<file path="src/rtl/mig_fetch_arbiter.sv">
// Shared instruction-fetch arbiter for the Mig multi-core CPU: round-robin among cores,
// burst-limited debug priority, and routing of the 1-cycle-latency SimRAM read data.
module mig_fetch_arbiter #(
    parameter int NR_CORES      = 2,
    parameter int ADDR_WIDTH    = 8,
    parameter int DATA_WIDTH    = 32,
    parameter int DBG_MAX_BURST = 4
) (
    input  logic                           clk,
    input  logic                           rst,
    input  logic [NR_CORES-1:0]            core_req,
    input  logic [NR_CORES*ADDR_WIDTH-1:0] core_addr,
    output logic [NR_CORES-1:0]            core_gnt,
    output logic [NR_CORES-1:0]            core_rsp_valid,
    input  logic                           dbg_req,
    input  logic [ADDR_WIDTH-1:0]          dbg_addr,
    output logic                           dbg_gnt,
    output logic                           dbg_rsp_valid,
    output logic [DATA_WIDTH-1:0]          rsp_data,
    output logic                           ram_rd_en,
    output logic [ADDR_WIDTH-1:0]          ram_rd_addr,
    input  logic [DATA_WIDTH-1:0]          ram_rd_data
);

    localparam int PTR_W = (NR_CORES > 1) ? $clog2(NR_CORES) : 1;
    localparam int CNT_W = $clog2(DBG_MAX_BURST + 1);
    localparam logic [PTR_W-1:0] PTR_LAST = PTR_W'(NR_CORES - 1);
    localparam logic [CNT_W-1:0] CNT_MAX  = CNT_W'(DBG_MAX_BURST);

    logic [PTR_W-1:0]  rr_ptr;
    logic [PTR_W-1:0]  win_idx;
    logic [PTR_W-1:0]  cand;
    logic              win_found;
    logic [CNT_W-1:0]  dbg_cnt;
    logic [NR_CORES:0] rsp_sel;
    logic              dbg_win;
    logic              core_win;

    // First requesting core at or above rr_ptr, wrapping around.
    always_comb begin
        win_found = 1'b0;
        win_idx   = '0;
        cand      = '0;
        for (int k = 0; k < NR_CORES; k++) begin
            cand = PTR_W'((int'(rr_ptr) + k) % NR_CORES);
            if (!win_found && core_req[cand]) begin
                win_found = 1'b1;
                win_idx   = cand;
            end
        end
    end

    // Debug only loses once its burst is spent and a core is actually waiting.
    assign dbg_win  = dbg_req && ((dbg_cnt < CNT_MAX) || !(|core_req));
    assign dbg_gnt  = !rst && dbg_win;
    assign core_win = !rst && !dbg_win && win_found;

    always_comb begin
        core_gnt = '0;
        if (core_win) begin
            core_gnt[win_idx] = 1'b1;
        end
    end

    assign ram_rd_en = dbg_gnt || core_win;

    always_comb begin
        ram_rd_addr = '0;
        if (dbg_gnt) begin
            ram_rd_addr = dbg_addr;
        end else if (core_win) begin
            ram_rd_addr = core_addr[int'(win_idx)*ADDR_WIDTH +: ADDR_WIDTH];
        end
    end

    always_ff @(posedge clk) begin
        if (rst) begin
            rr_ptr  <= '0;
            dbg_cnt <= '0;
            rsp_sel <= '0;
        end else begin
            rsp_sel <= {dbg_gnt, core_gnt};
            if (dbg_gnt) begin
                dbg_cnt <= (dbg_cnt == CNT_MAX) ? dbg_cnt : dbg_cnt + 1'b1;
            end else begin
                dbg_cnt <= '0;
            end
            if (core_win) begin
                rr_ptr <= (win_idx == PTR_LAST) ? '0 : win_idx + 1'b1;
            end
        end
    end

    assign core_rsp_valid = rsp_sel[NR_CORES-1:0];
    assign dbg_rsp_valid  = rsp_sel[NR_CORES];
    assign rsp_data       = ram_rd_data;

endmodule

</file>
<file path="config.mk">
export PLATFORM = sky130hd
export DESIGN_NAME = mig_fetch_arbiter
export DESIGN_NICKNAME = d
export VERILOG_FILES = /design/src/rtl/mig_fetch_arbiter.sv
export SDC_FILE = /design/constraint.sdc
export NUM_CORES = 1
export LEC_CHECK = 0
export ABC_AREA = 0
export CORE_MARGIN = 4
export CORE_UTILIZATION = 25
export CTS_BUF_LIST = sky130_fd_sc_hd__clkbuf_4
export DETAILED_ROUTE_END_ITERATION = 6
export HOLD_SLACK_MARGIN = 0.12
export MAX_ROUTING_LAYER = met4
export PLACE_DENSITY_LB_ADDON = 0.08
export SYNTH_ARGS = -nofsm -noshare
export SYNTH_HDL_FRONTEND = slang
export SYNTH_SLANG_ARGS = --single-unit
</file>
<file path="constraint.sdc">
create_clock -name clk -period 1.5 [get_ports clk]
set_input_delay 0.375 -clock clk [delete_from_list [all_inputs] [get_ports clk]]
set_output_delay 0.375 -clock clk [all_outputs]
set_load 0.02 [all_outputs]
</file>
* Word-level counts from Yosys, hierarchy flattened
Index checks and enable logic that the tools add are counted. Widths: inputs -> output; s select.
Word-level totals: register bits after elaboration 7, latch bits 0, memory bits (writable) 0, bits in read-only memories 0, input bits 61, output and inout bits 47, word-level logic and storage cells 42, memories kept 0
Cells by class: $add $sub $neg 3, multipliers 0, divide/modulo/power cells 0, order comparisons 5, eq/ne operators 1, shifts and indexed selects 1, multiplexer cells 14, bitwise gates (word level) 1, reductions and logical operators 14
Operator list (number):
- $mux 8 | 2
- $shiftx 16x5->8 | 1
- $mux 1 | 10
- $logic_and 1x1->1 | 6
- $lt 1x2->1 const B | 3
- $logic_not 1->1 | 4
- $reduce_or 2->1 | 2
- $add 3x1->3 const B | 1
- $eq 3x3->1 const B | 1
- $lt 3x3->1 const B | 1
- $add 1x1->1 const B | 2
- $logic_or 1x1->1 | 2
- $mux 2 | 1
- $demux 1 s1 | 1
- $ge 1x1->1 const B | 1
- $not 1->1 | 1

* Logic depth before layout (Yosys ltp)
Gate-level depths: netlist (run 1).
word-level depth 11, gate-level depth with buffers 5

* Worst setup path before layout (run 1)
No wires, ideal clock.
kind input -> output, start point input rst, end point output ram_rd_addr[4], arrival 1315 ps, required time 1125 ps, path slack -190 ps, stages 4, path buffers 1, cell sequence buf_2 -> a21oi_2 -> nand4_1 -> a31oi_1
Between the ends: word-level cells in the longest chain between the ends 5
Ends and longest elaborated chain:
- start, declared | RTL line 10 | input logic rst,
- $logic_not 1->1 * | RTL line 55, 56
- $logic_and 1x1->1 (2 in a row) | RTL line 56 | assign core_win = !rst && !dbg_win && win_found;
- $mux 8 | RTL line 71 | end else if (core_win) begin
- $mux 8 * | RTL line 69 | if (dbg_gnt) begin
- end, declared | RTL line 21 | output logic [ADDR_WIDTH-1:0] ram_rd_addr,
Mark *: on every way between the ends. The rest lies on a longest branch, timed or not.

* Final worst setup path (run 1)
start point register dbg_cnt[2], end point output ram_rd_addr[4]
Between the ends: word-level cells in the longest chain between the ends 8
Ends and longest elaborated chain:
- start, declared | RTL line 34 | logic [CNT_W-1:0] dbg_cnt;
- start signal, assigned | RTL line 84 | dbg_cnt <= (dbg_cnt == CNT_MAX) ? dbg_cnt : dbg_cnt + 1'b1;
- $lt 3x3->1 * | RTL line 54 | assign dbg_win = dbg_req && ((dbg_cnt < CNT_MAX) || !(|core_req));
- $logic_or 1x1->1 * | RTL line 54
- $logic_and 1x1->1 * | RTL line 54
- $logic_not 1->1 | RTL line 56
- $logic_and 1x1->1 (2 in a row) | RTL line 56
- $mux 8 | RTL line 71
- $mux 8 * | RTL line 69
Marked as above.

==> impl_results.html, run 1 <==
<table>
<tr><th>Metric</th><th>Value</th></tr>
<tr><th colspan="2">STA</th></tr>
<tr><td>Hold violation total from the final report</td><td>0</td></tr>
<tr><td>Shortest clock period the worst path allows after layout</td><td>1.78 ns</td></tr>
<tr><td>Final cycle utilization of the critical path</td><td>119%</td></tr>
<tr><td>Number of setup violations in the final report</td><td>11</td></tr>
<tr><td>Slew @ Worst Pin</td><td>0.222 ns</td></tr>
<tr><td>RSZ-0062 raised after global routing</td><td>true</td></tr>
<tr><td>Hold Worst Slack</td><td>0.499 ns</td></tr>
<tr><td>Headroom to the max-slew limit</td><td>85.1%</td></tr>
<tr><td>Worst Setup Slack, final</td><td>-0.279 ns</td></tr>
<tr><td>Peak Freq</td><td>562 MHz</td></tr>
<tr><td>Number of max-slew violations in the final report</td><td>0</td></tr>
<tr><td>Worst setup skew after layout</td><td>0.0127 ns</td></tr>
<tr><th colspan="2">Power and ir drop</th></tr>
<tr><td>Part of the power in combinational logic</td><td>49.1%</td></tr>
<tr><td>Switching fraction of total power</td><td>31.5%</td></tr>
<tr><td>Switching component of the power</td><td>0.000245 W</td></tr>
<tr><td>Internal power</td><td>0.000532 W</td></tr>
<tr><td>Fraction of power consumed by sequential logic</td><td>25.8%</td></tr>
<tr><td>Leakage power of the design</td><td>0.611 nW</td></tr>
<tr><td>Power density of the placed cells</td><td>505 mW/mm^2</td></tr>
<tr><td>VDD IR-drop max</td><td>0.377 mV</td></tr>
<tr><td>Relative contribution of the clock network to total power</td><td>25.2%</td></tr>
<tr><th colspan="2">Die</th></tr>
<tr><td>Placeable Area</td><td>0.00342 mm^2</td></tr>
<tr><td>Die H</td><td>68.3 um</td></tr>
<tr><td>Floorplan die area</td><td>0.00467 mm^2</td></tr>
<tr><td># rows</td><td>21</td></tr>
<tr><td>Starting utilization of the core area</td><td>26.6%</td></tr>
<tr><td>Width of the chip</td><td>68.3 um</td></tr>
<tr><td>I/O pin total</td><td>108</td></tr>
<tr><th colspan="2">Routing</th></tr>
<tr><td>Antenna viol nets, final</td><td>0</td></tr>
<tr><td>Via count</td><td>927</td></tr>
<tr><td>DR DRC count</td><td>0</td></tr>
<tr><td>First-pass iteration count of the detailed router</td><td>4</td></tr>
<tr><td>Met3 wirelength from detailed routing</td><td>262 um</td></tr>
<tr><td>Post-route met1 wirelength</td><td>1.18 mm</td></tr>
<tr><td>Length of routed met2 wiring</td><td>1.54 mm</td></tr>
<tr><td>Count of routing violations after the opening detailed-route iteration</td><td>15</td></tr>
<tr><td>Highest Signal Layer</td><td>met4</td></tr>
<tr><td>Drt via density</td><td>4.73</td></tr>
<tr><td>Routed WL</td><td>3.08 mm</td></tr>
<tr><td>Routed length per placed instance</td><td>15.7 um</td></tr>
<tr><th colspan="2">Setup path</th></tr>
<tr><td>Worst reg2reg path depth</td><td>6</td></tr>
<tr><td>Type of destination of the critical path</td><td>primary output</td></tr>
<tr><td>Classification of the worst setup path</td><td>register to primary output</td></tr>
<tr><td>CP Launch Type</td><td>register</td></tr>
<tr><td>CP Max Fanout</td><td>7</td></tr>
<tr><td>Data arrival, critical path</td><td>1.40 ns</td></tr>
<tr><td>Worst path required time</td><td>1.12 ns</td></tr>
<tr><th colspan="2">Layout</th></tr>
<tr><td>Layout filler cell count</td><td>347</td></tr>
<tr><td>Area Overhead vs Synth</td><td>69.2%</td></tr>
<tr><td>Fin area</td><td>0.00154 mm^2</td></tr>
<tr><td>Antenna diode count</td><td>0</td></tr>
<tr><td>Layout cell share with drive strength beyond 1</td><td>48.7%</td></tr>
<tr><td>Net total in the final layout</td><td>214</td></tr>
<tr><th colspan="2">Run status</th></tr>
<tr><td>Violated checks</td><td>setup timing</td></tr>
<tr><td>Status</td><td>finished with violations</td></tr>
<tr><th colspan="2">Placed design</th></tr>
<tr><td>Number of buffers added on ports</td><td>43</td></tr>
<tr><td>Placed cell areas</td><td>0.00137 mm^2</td></tr>
<tr><td>Final estimated routing congestion in global placement</td><td>0.794</td></tr>
<tr><td>HPWL after detailed placement</td><td>2.40 mm</td></tr>
<tr><th colspan="2">Yosys</th></tr>
<tr><td>Part of the Yosys area used for sequential elements</td><td>15.4%</td></tr>
<tr><td>Summed instance area of the synthesized netlist</td><td>910 um^2</td></tr>
<tr><td>Leading cell types by total area after synthesis</td><td>sky130_fd_sc_hd__buf_4, sky130_fd_sc_hd__dfxtp_1, sky130_fd_sc_hd__nand4_1, sky130_fd_sc_hd__a31oi_2, sky130_fd_sc_hd__nor2b_1</td></tr>
<tr><td>Area share of the largest cell type after synthesis</td><td>26.4%</td></tr>
<tr><td>Flip-flop and latch count after synthesis</td><td>7</td></tr>
<tr><td>Synthesized area per cell</td><td>7.64 um^2</td></tr>
<tr><td>Syn_nets</td><td>182</td></tr>
<tr><td>Biggest area consumer among synthesized cells</td><td>sky130_fd_sc_hd__buf_4</td></tr>
<tr><td>Count of cell types in the netlist</td><td>25</td></tr>
<tr><td>Number of standard cells after synthesis</td><td>119</td></tr>
<tr><td>Yosys synthesis warning count</td><td>0</td></tr>
<tr><th colspan="2">Clock tree</th></tr>
<tr><td>Total clock sinks</td><td>7</td></tr>
<tr><td>CTS Buf Count</td><td>3</td></tr>
<tr><td>Clock tree root driver cell</td><td>sky130_fd_sc_hd__clkbuf_4</td></tr>
<tr><td>Clock transition at the registers of the reported paths</td><td>0.06 ns</td></tr>
<tr><td>Total of hold buffers inserted after clock tree synthesis</td><td>0</td></tr>
<tr><td>TritonCTS clock tree</td><td>built</td></tr>
<tr><td>Number of buffers between clock root and the deepest sink</td><td>2</td></tr>
<tr><td>Number of H-tree levels</td><td>1</td></tr>
<tr><td>Clock latency at the later pin of the worst-skew pair</td><td>0.26 ns</td></tr>
<tr><th colspan="2">Global routing</th></tr>
<tr><td>Maximum number of pins on one net before global-route repair</td><td>18</td></tr>
<tr><td>Number of antenna violations at the first check in global routing</td><td>0</td></tr>
<tr><td>Global-route wire length before repair</td><td>4.51 mm</td></tr>
<tr><td>Number of global-route vias before repair</td><td>937</td></tr>
<tr><td>Congestion Overflow GR</td><td>0</td></tr>
<tr><td>Overall Global Routing Usage</td><td>13.4%</td></tr>
<tr><th colspan="2">Min path</th></tr>
<tr><td>Worst Hold Class</td><td>register to register</td></tr>
<tr><td>Cell depth of the worst hold path</td><td>2</td></tr>
<tr><th colspan="2">Flow run</th></tr>
<tr><td>Reported max-cap violation count</td><td>0</td></tr>
</table>
==> power groups by stage <==
stage	logic (W)	clock network, W	registers (W)
after floorplan	0.000275	0	0.000207
after global placement	0.000342	0	0.000203
after detailed placement	0.000346	0	0.000203
after CTS	0.000372	0.000201	0.000200
after global routing	0.000408	0.000208	0.000201
final	0.000381	0.000196	0.000200
==> cells in the mapped netlist (all sizes together) <==
cell type and count:
buf 38, nand4 16, nor3 10, a31oi 8, nor2b 8, dfxtp 7, inv 4, nor2 4
a21oi 3, clkbuf 3, nand2 3, nand2b 3, and3 2, and4b 2, ha 2, a21bo 1
nand3 1, nand3b 1, o21a 1, or2 1, xnor2 1
==> critical path, cell delays in order, from the launching register on <==
cell,delay (ns)
sky130_fd_sc_hd__dfxtp_2,0.34
sky130_fd_sc_hd__o21a_1,0.19
sky130_fd_sc_hd__buf_6,0.17
sky130_fd_sc_hd__buf_6,0.12
sky130_fd_sc_hd__nor3_2,0.04
sky130_fd_sc_hd__a31oi_2,0.13
sky130_fd_sc_hd__buf_4,0.16
==> what timing repair did <==
action,in CTS,in global routing
endpoints found under the hold margin,0,0
gates resized for setup,121,1
endpoints found under the setup margin,17,12
gates cloned,1,1
buffers inserted,1,1
pin swaps,30,8
==> routing by layer <==
layer | GRT usage, % | vias up
met5 | - | -
met4 | 6.20 | 0
met3 | 4.11 | 26
met2 | 21.2 | 38
met1 | 15.5 | 413
li1 | - | 450
==> placed cells by master (no fill, tap or decap), types with 4 or more instances in the layout <==
cell type,n
sky130_fd_sc_hd__clkdlybuf4s50_1,19
sky130_fd_sc_hd__buf_4,18
sky130_fd_sc_hd__nand4_1,16
sky130_fd_sc_hd__buf_6,16
sky130_fd_sc_hd__dlygate4sd2_1,8
sky130_fd_sc_hd__nor2b_1,7
sky130_fd_sc_hd__nor3_2,7
sky130_fd_sc_hd__a31oi_4,7
sky130_fd_sc_hd__dfxtp_1,5
sky130_fd_sc_hd__nor2_1,4
sky130_fd_sc_hd__clkbuf_4,4
==> metrics by stage <==
| stage | instances | util (%) | power (W) | TNS (ns) | worst slack [ns] |
|---|---|---|---|---|---|
| 2_1_floorplan | 119 | - | 0.000482 | -1.28 | -0.154 |
| 3_3_place_gp | 191 | 40.2 | 0.000545 | -13.79 | -1.10 |
| 3_5_place_dp | 191 | 40.2 | 0.000549 | -14.02 | -1.10 |
| 4_1_cts | 194 | 44.0 | 0.000773 | -2.70 | -0.298 |
| 5_1_grt | 196 | 45.1 | 0.000817 | -3.24 | -0.366 |
| 6_report | 196 | 45.1 | 0.000777 | -2.54 | -0.279 |
==> area by class of cell <==
class                           count  area [um^2]  share of cell area [%]
Clock buffer                        4         30.0                    1.95
Inverter                            4         15.0                   0.976
Multi-Input combinational cell     68          632                    41.1
Sequential cell                     7          143                    9.27
Tap cell                           46         57.6                    3.74
Timing Repair Buffer               67          662                    43.0
==> worst paths after layout <==
check,slack [ns],endpoint,start
worst max-delay path,-0.28,ram_rd_addr[4],dbg_cnt[2]$_SDFFE_PP0N_
worst min-delay path,0.50,dbg_cnt[1]$_SDFFE_PP0N_,dbg_cnt[1]$_SDFFE_PP0N_
worst max register to register,0.21,rr_ptr$_SDFFE_PP0P_,dbg_cnt[2]$_SDFFE_PP0N_
worst min register to register,0.50,dbg_cnt[1]$_SDFFE_PP0N_,dbg_cnt[1]$_SDFFE_PP0N_
==> registers in the layout, indices dropped and copies added (netlist names) <==
signal and cells:
rr_ptr 1, dbg_cnt 3, rsp_sel 3
==> cells by family after synthesis <==
group                    after synthesis  share of synthesized area [%]
AO/OA/AOI/OAI                         13                           14.0
buffers and inverters                 45                           34.0
XOR/XNOR                               1                          0.963
flip-flops                             7                           15.4
AND/OR/NAND/NOR                       51                           32.9
adder cells (fa/ha/maj)                2                           2.75
Power figures use the tool's default switching activity.
==> inputs of run 2 (changes only) <==
- CORE_MARGIN: 4 -> 3
==> run 2 against run 1 <==
  * The flow still finishes with violations (setup timing)
  * Via count shrank 1.8%
  * Combinational power shrank 4%
  * Global-route usage grew 0.17 points
  * Critical path depth shrank 1
  * Sequential share of layout area grew 0.11 points
  * Core utilization shrank 0.55 points
  * Worst setup slack gained 0.025 ns
  * Clock power is essentially flat
  * Routed wire length shrank 3.2%
  * Die area shrank 5.8%
==> impl_results.html, run 2 (same netlist as run 1, synthesis figures left out) <==
<table>
<tr><th>Metric</th><th>Value</th></tr>
<tr><th colspan="2">Run status</th></tr>
<tr><td>Status</td><td>finished with violations</td></tr>
<tr><td>Violated checks</td><td>setup timing</td></tr>
<tr><th colspan="2">STA</th></tr>
<tr><td>Worst Setup Slack, final</td><td>-0.254 ns (+0.0249 ns)</td></tr>
<tr><td>Shortest clock period the worst path allows after layout</td><td>1.75 ns (-0.0249 ns)</td></tr>
<tr><td>RSZ-0062 raised after global routing</td><td>true</td></tr>
<tr><td>Headroom to the max-slew limit</td><td>83.1% (-2.0 points)</td></tr>
<tr><td>Number of setup violations in the final report</td><td>12 (+1)</td></tr>
<tr><td>Peak Freq</td><td>570 MHz (+1.4%)</td></tr>
<tr><td>Hold violation total from the final report</td><td>0 (unchanged)</td></tr>
<tr><td>Slew @ Worst Pin</td><td>0.252 ns (+0.0301 ns)</td></tr>
<tr><td>Number of max-slew violations in the final report</td><td>0 (unchanged)</td></tr>
<tr><td>Final cycle utilization of the critical path</td><td>117% (-1.7 points)</td></tr>
<tr><td>Worst setup skew after layout</td><td>0.0112 ns (-0.00146 ns)</td></tr>
<tr><th colspan="2">Routing</th></tr>
<tr><td>Routed length per placed instance</td><td>15.5 um (-1.7%)</td></tr>
<tr><td>Routed WL</td><td>2.98 mm (-3.2%)</td></tr>
<tr><td>First-pass iteration count of the detailed router</td><td>4 (unchanged)</td></tr>
<tr><td>Via count</td><td>910 (-1.8%)</td></tr>
<tr><td>Count of routing violations after the opening detailed-route iteration</td><td>15 (unchanged)</td></tr>
<tr><td>Antenna viol nets, final</td><td>0 (unchanged)</td></tr>
<tr><td>Drt via density</td><td>4.72 (-0.31%)</td></tr>
<tr><td>DR DRC count</td><td>0 (unchanged)</td></tr>
<tr><th colspan="2">Layout</th></tr>
<tr><td>Layout cell share with drive strength beyond 1</td><td>47.6% (-1.0 points)</td></tr>
<tr><td>Leading cell types in the layout, fill and taps excluded</td><td>sky130_fd_sc_hd__buf_6, sky130_fd_sc_hd__nand4_1, sky130_fd_sc_hd__clkdlybuf4s50_1, sky130_fd_sc_hd__buf_4, sky130_fd_sc_hd__dlygate4sd2_1</td></tr>
<tr><td>Leading cell type in the layout, fill and taps excluded</td><td>sky130_fd_sc_hd__buf_6</td></tr>
<tr><td>Final standard cell utilization of the core</td><td>44.5% (-0.55 points)</td></tr>
<tr><td>Net total in the final layout</td><td>211 (-1.4%)</td></tr>
<tr><td>Antenna diode count</td><td>0 (unchanged)</td></tr>
<tr><td>Largest registers in the final layout</td><td>dbg_cnt: 3 flops, rsp_sel: 3 flops, rr_ptr: 1 flops</td></tr>
<tr><td>Area Overhead vs Synth</td><td>67.1%</td></tr>
<tr><td>Fin area</td><td>0.00152 mm^2 (-1.2%)</td></tr>
<tr><th colspan="2">Setup path</th></tr>
<tr><td>CP Launch Type</td><td>register</td></tr>
<tr><td>Cell class contributing the biggest share of worst-path delay</td><td>flip-flops</td></tr>
<tr><td>Data arrival, critical path</td><td>1.38 ns (-0.02 ns)</td></tr>
<tr><td>Worst path required time</td><td>1.12 ns (about the same)</td></tr>
<tr><td>Most common cell type on the critical path</td><td>sky130_fd_sc_hd__buf_6</td></tr>
<tr><td>Type of destination of the critical path</td><td>primary output</td></tr>
<tr><td>Critical-path top delay cell</td><td>sky130_fd_sc_hd__dfxtp_2</td></tr>
<tr><td>CP Max Fanout</td><td>8 (+1)</td></tr>
<tr><td>Largest incremental delay on the critical path</td><td>0.35 ns (about the same)</td></tr>
<tr><td>Classification of the worst setup path</td><td>register to primary output</td></tr>
<tr><td>Bufs and invs on worst path</td><td>2 (-1)</td></tr>
<tr><td>Series of cell instances along the critical path</td><td>nand2b_4, buf_6, nand4_1, a31oi_4, buf_6</td></tr>
<tr><th colspan="2">Clock tree</th></tr>
<tr><td>CTS Buf Count</td><td>3 (unchanged)</td></tr>
<tr><td>Total of hold buffers inserted after clock tree synthesis</td><td>0 (unchanged)</td></tr>
<tr><td>Clock latency at the later pin of the worst-skew pair</td><td>0.26 ns (about the same)</td></tr>
<tr><td>Total clock sinks</td><td>7 (unchanged)</td></tr>
<tr><td>Number of buffers between clock root and the deepest sink</td><td>2 (unchanged)</td></tr>
<tr><td>Clock transition at the registers of the reported paths</td><td>0.06 ns (about the same)</td></tr>
<tr><td>Number of H-tree levels</td><td>1 (unchanged)</td></tr>
<tr><td>Clock tree root driver cell</td><td>sky130_fd_sc_hd__clkbuf_4</td></tr>
<tr><td>TritonCTS clock tree</td><td>built</td></tr>
<tr><th colspan="2">Die</th></tr>
<tr><td>Floorplan die area</td><td>0.00440 mm^2 (-5.8%)</td></tr>
<tr><td>Die H</td><td>66.3 um (-2.9%)</td></tr>
<tr><td>I/O pin total</td><td>108 (unchanged)</td></tr>
<tr><td>Starting utilization of the core area</td><td>26.6% (unchanged)</td></tr>
<tr><td>Placeable Area</td><td>0.00342 mm^2 (unchanged)</td></tr>
<tr><td>Width of the chip</td><td>66.3 um (-2.9%)</td></tr>
<tr><td># rows</td><td>21 (unchanged)</td></tr>
<tr><th colspan="2">Global routing</th></tr>
<tr><td>Number of global-route vias before repair</td><td>888 (-5.2%)</td></tr>
<tr><td>Maximum number of pins on one net before global-route repair</td><td>13 (-5)</td></tr>
<tr><td>Congestion Overflow GR</td><td>0 (unchanged)</td></tr>
<tr><td>Global-route wire length before repair</td><td>4.43 mm (-1.8%)</td></tr>
<tr><td>Overall Global Routing Usage</td><td>13.6% (+0.17 points)</td></tr>
<tr><td>Number of antenna violations at the first check in global routing</td><td>0 (unchanged)</td></tr>
<tr><th colspan="2">Power and ir drop</th></tr>
<tr><td>Final Total Pwr</td><td>0.000760 W (-2.2%)</td></tr>
<tr><td>Power density of the placed cells</td><td>500 mW/mm^2 (-1.0%)</td></tr>
<tr><td>Leakage power of the design</td><td>0.594 nW (-2.8%)</td></tr>
<tr><td>VDD IR-drop max</td><td>0.409 mV (+8.5%)</td></tr>
<tr><th colspan="2">Min path</th></tr>
<tr><td>Worst Hold Class</td><td>input port to register</td></tr>
<tr><th colspan="2">Flow run</th></tr>
<tr><td>Reported max-cap violation count</td><td>0 (unchanged)</td></tr>
<tr><th colspan="2">Placed design</th></tr>
<tr><td>HPWL after detailed placement</td><td>2.30 mm (-4.3%)</td></tr>
<tr><td>Placed cell areas</td><td>0.00133 mm^2 (-3.5%)</td></tr>
<tr><td>Final estimated routing congestion in global placement</td><td>0.763 (-3.9%)</td></tr>
<tr><td>Number of buffers added on ports</td><td>43 (unchanged)</td></tr>
</table>
## run 2: cell types whose count changed in the layout (fill, tap and decap cells not counted), sizes merged
cell and delta:
dlygate4sd2 +3, clkbuf -1, clkdlybuf4s50 -3, clkdlybuf4s15 +1
buf -3
## run 2: cell type report
type | instances | area [um^2]
inverter | 4 | 15.0
sequential | 7 | 143
tap | 46 | 57.6
timing repair buffer | 64 | 637
clock buffer | 4 | 30.0
fill | 356 | 1900
multi-input combinational | 68 | 638
## run 2: worst paths after layout
kind	startpoint	end	slack, ns	cells after the start
max	dbg_cnt[2]$_SDFFE_PP0N_	ram_rd_addr[0]	-0.25	5
min reg2reg	dbg_cnt[1]$_SDFFE_PP0N_	dbg_cnt[1]$_SDFFE_PP0N_	0.50	2
max reg2reg	dbg_cnt[2]$_SDFFE_PP0N_	dbg_cnt[2]$_SDFFE_PP0N_	0.16	5
min	rst	rr_ptr$_SDFFE_PP0P_	0.42	3
## run 2: per-stage QoR
| step | setup slack (ns) | setup TNS (ns) | cells | hold WS (ns) |
|---|---|---|---|---|
| 3_3_place_gp | -1.12 | -14.39 | 188 | 0.484 |
| 2_1_floorplan | -0.154 | -1.28 | 119 | 0.469 |
| 5_1_grt | -0.317 | -2.96 | 193 | 0.425 |
| 3_5_place_dp | -1.13 | -14.34 | 188 | 0.495 |
| 4_1_cts | -0.272 | -2.44 | 193 | 0.416 |
| 6_report | -0.254 | -2.25 | 193 | 0.422 |
## run 2: power breakdown
part,switching [W],internal [W],leakage [nW]
sequential,0.00000581,0.000195,0.0583
clock,0.0000745,0.000120,0.0184
combinational,0.000161,0.000204,0.517
total,0.000241,0.000518,0.594
## run 2: tightest hold or removal path, delay by kind of cell
| kind | cells | cell delay (ns) |
|---|---|---|
| AO/OA/AOI/OAI | 1 | 0.05 |
| buffers and inverters | 2 | 0.21 |
## run 2: repair_timing
| action | 4_1_cts | 5_1_grt |
|---|---|---|
| resized for setup | 132 | 1 |
| setup buffers | 3 | 0 |
| setup endpoints to repair | 18 | 12 |
| pin swaps | 29 | 12 |
| cloned | 1 | 0 |
## run 2: metal layers
layer | up-vias | part of all wire, % | global-route usage [%]
li1 | 444 | - | -
met1 | 406 | 39 | 15.4
met3 | 20 | 9.1 | 4.59
met2 | 40 | 49 | 22.2
met5 | - | 0 | -
met4 | 0 | 2.6 | 4.82
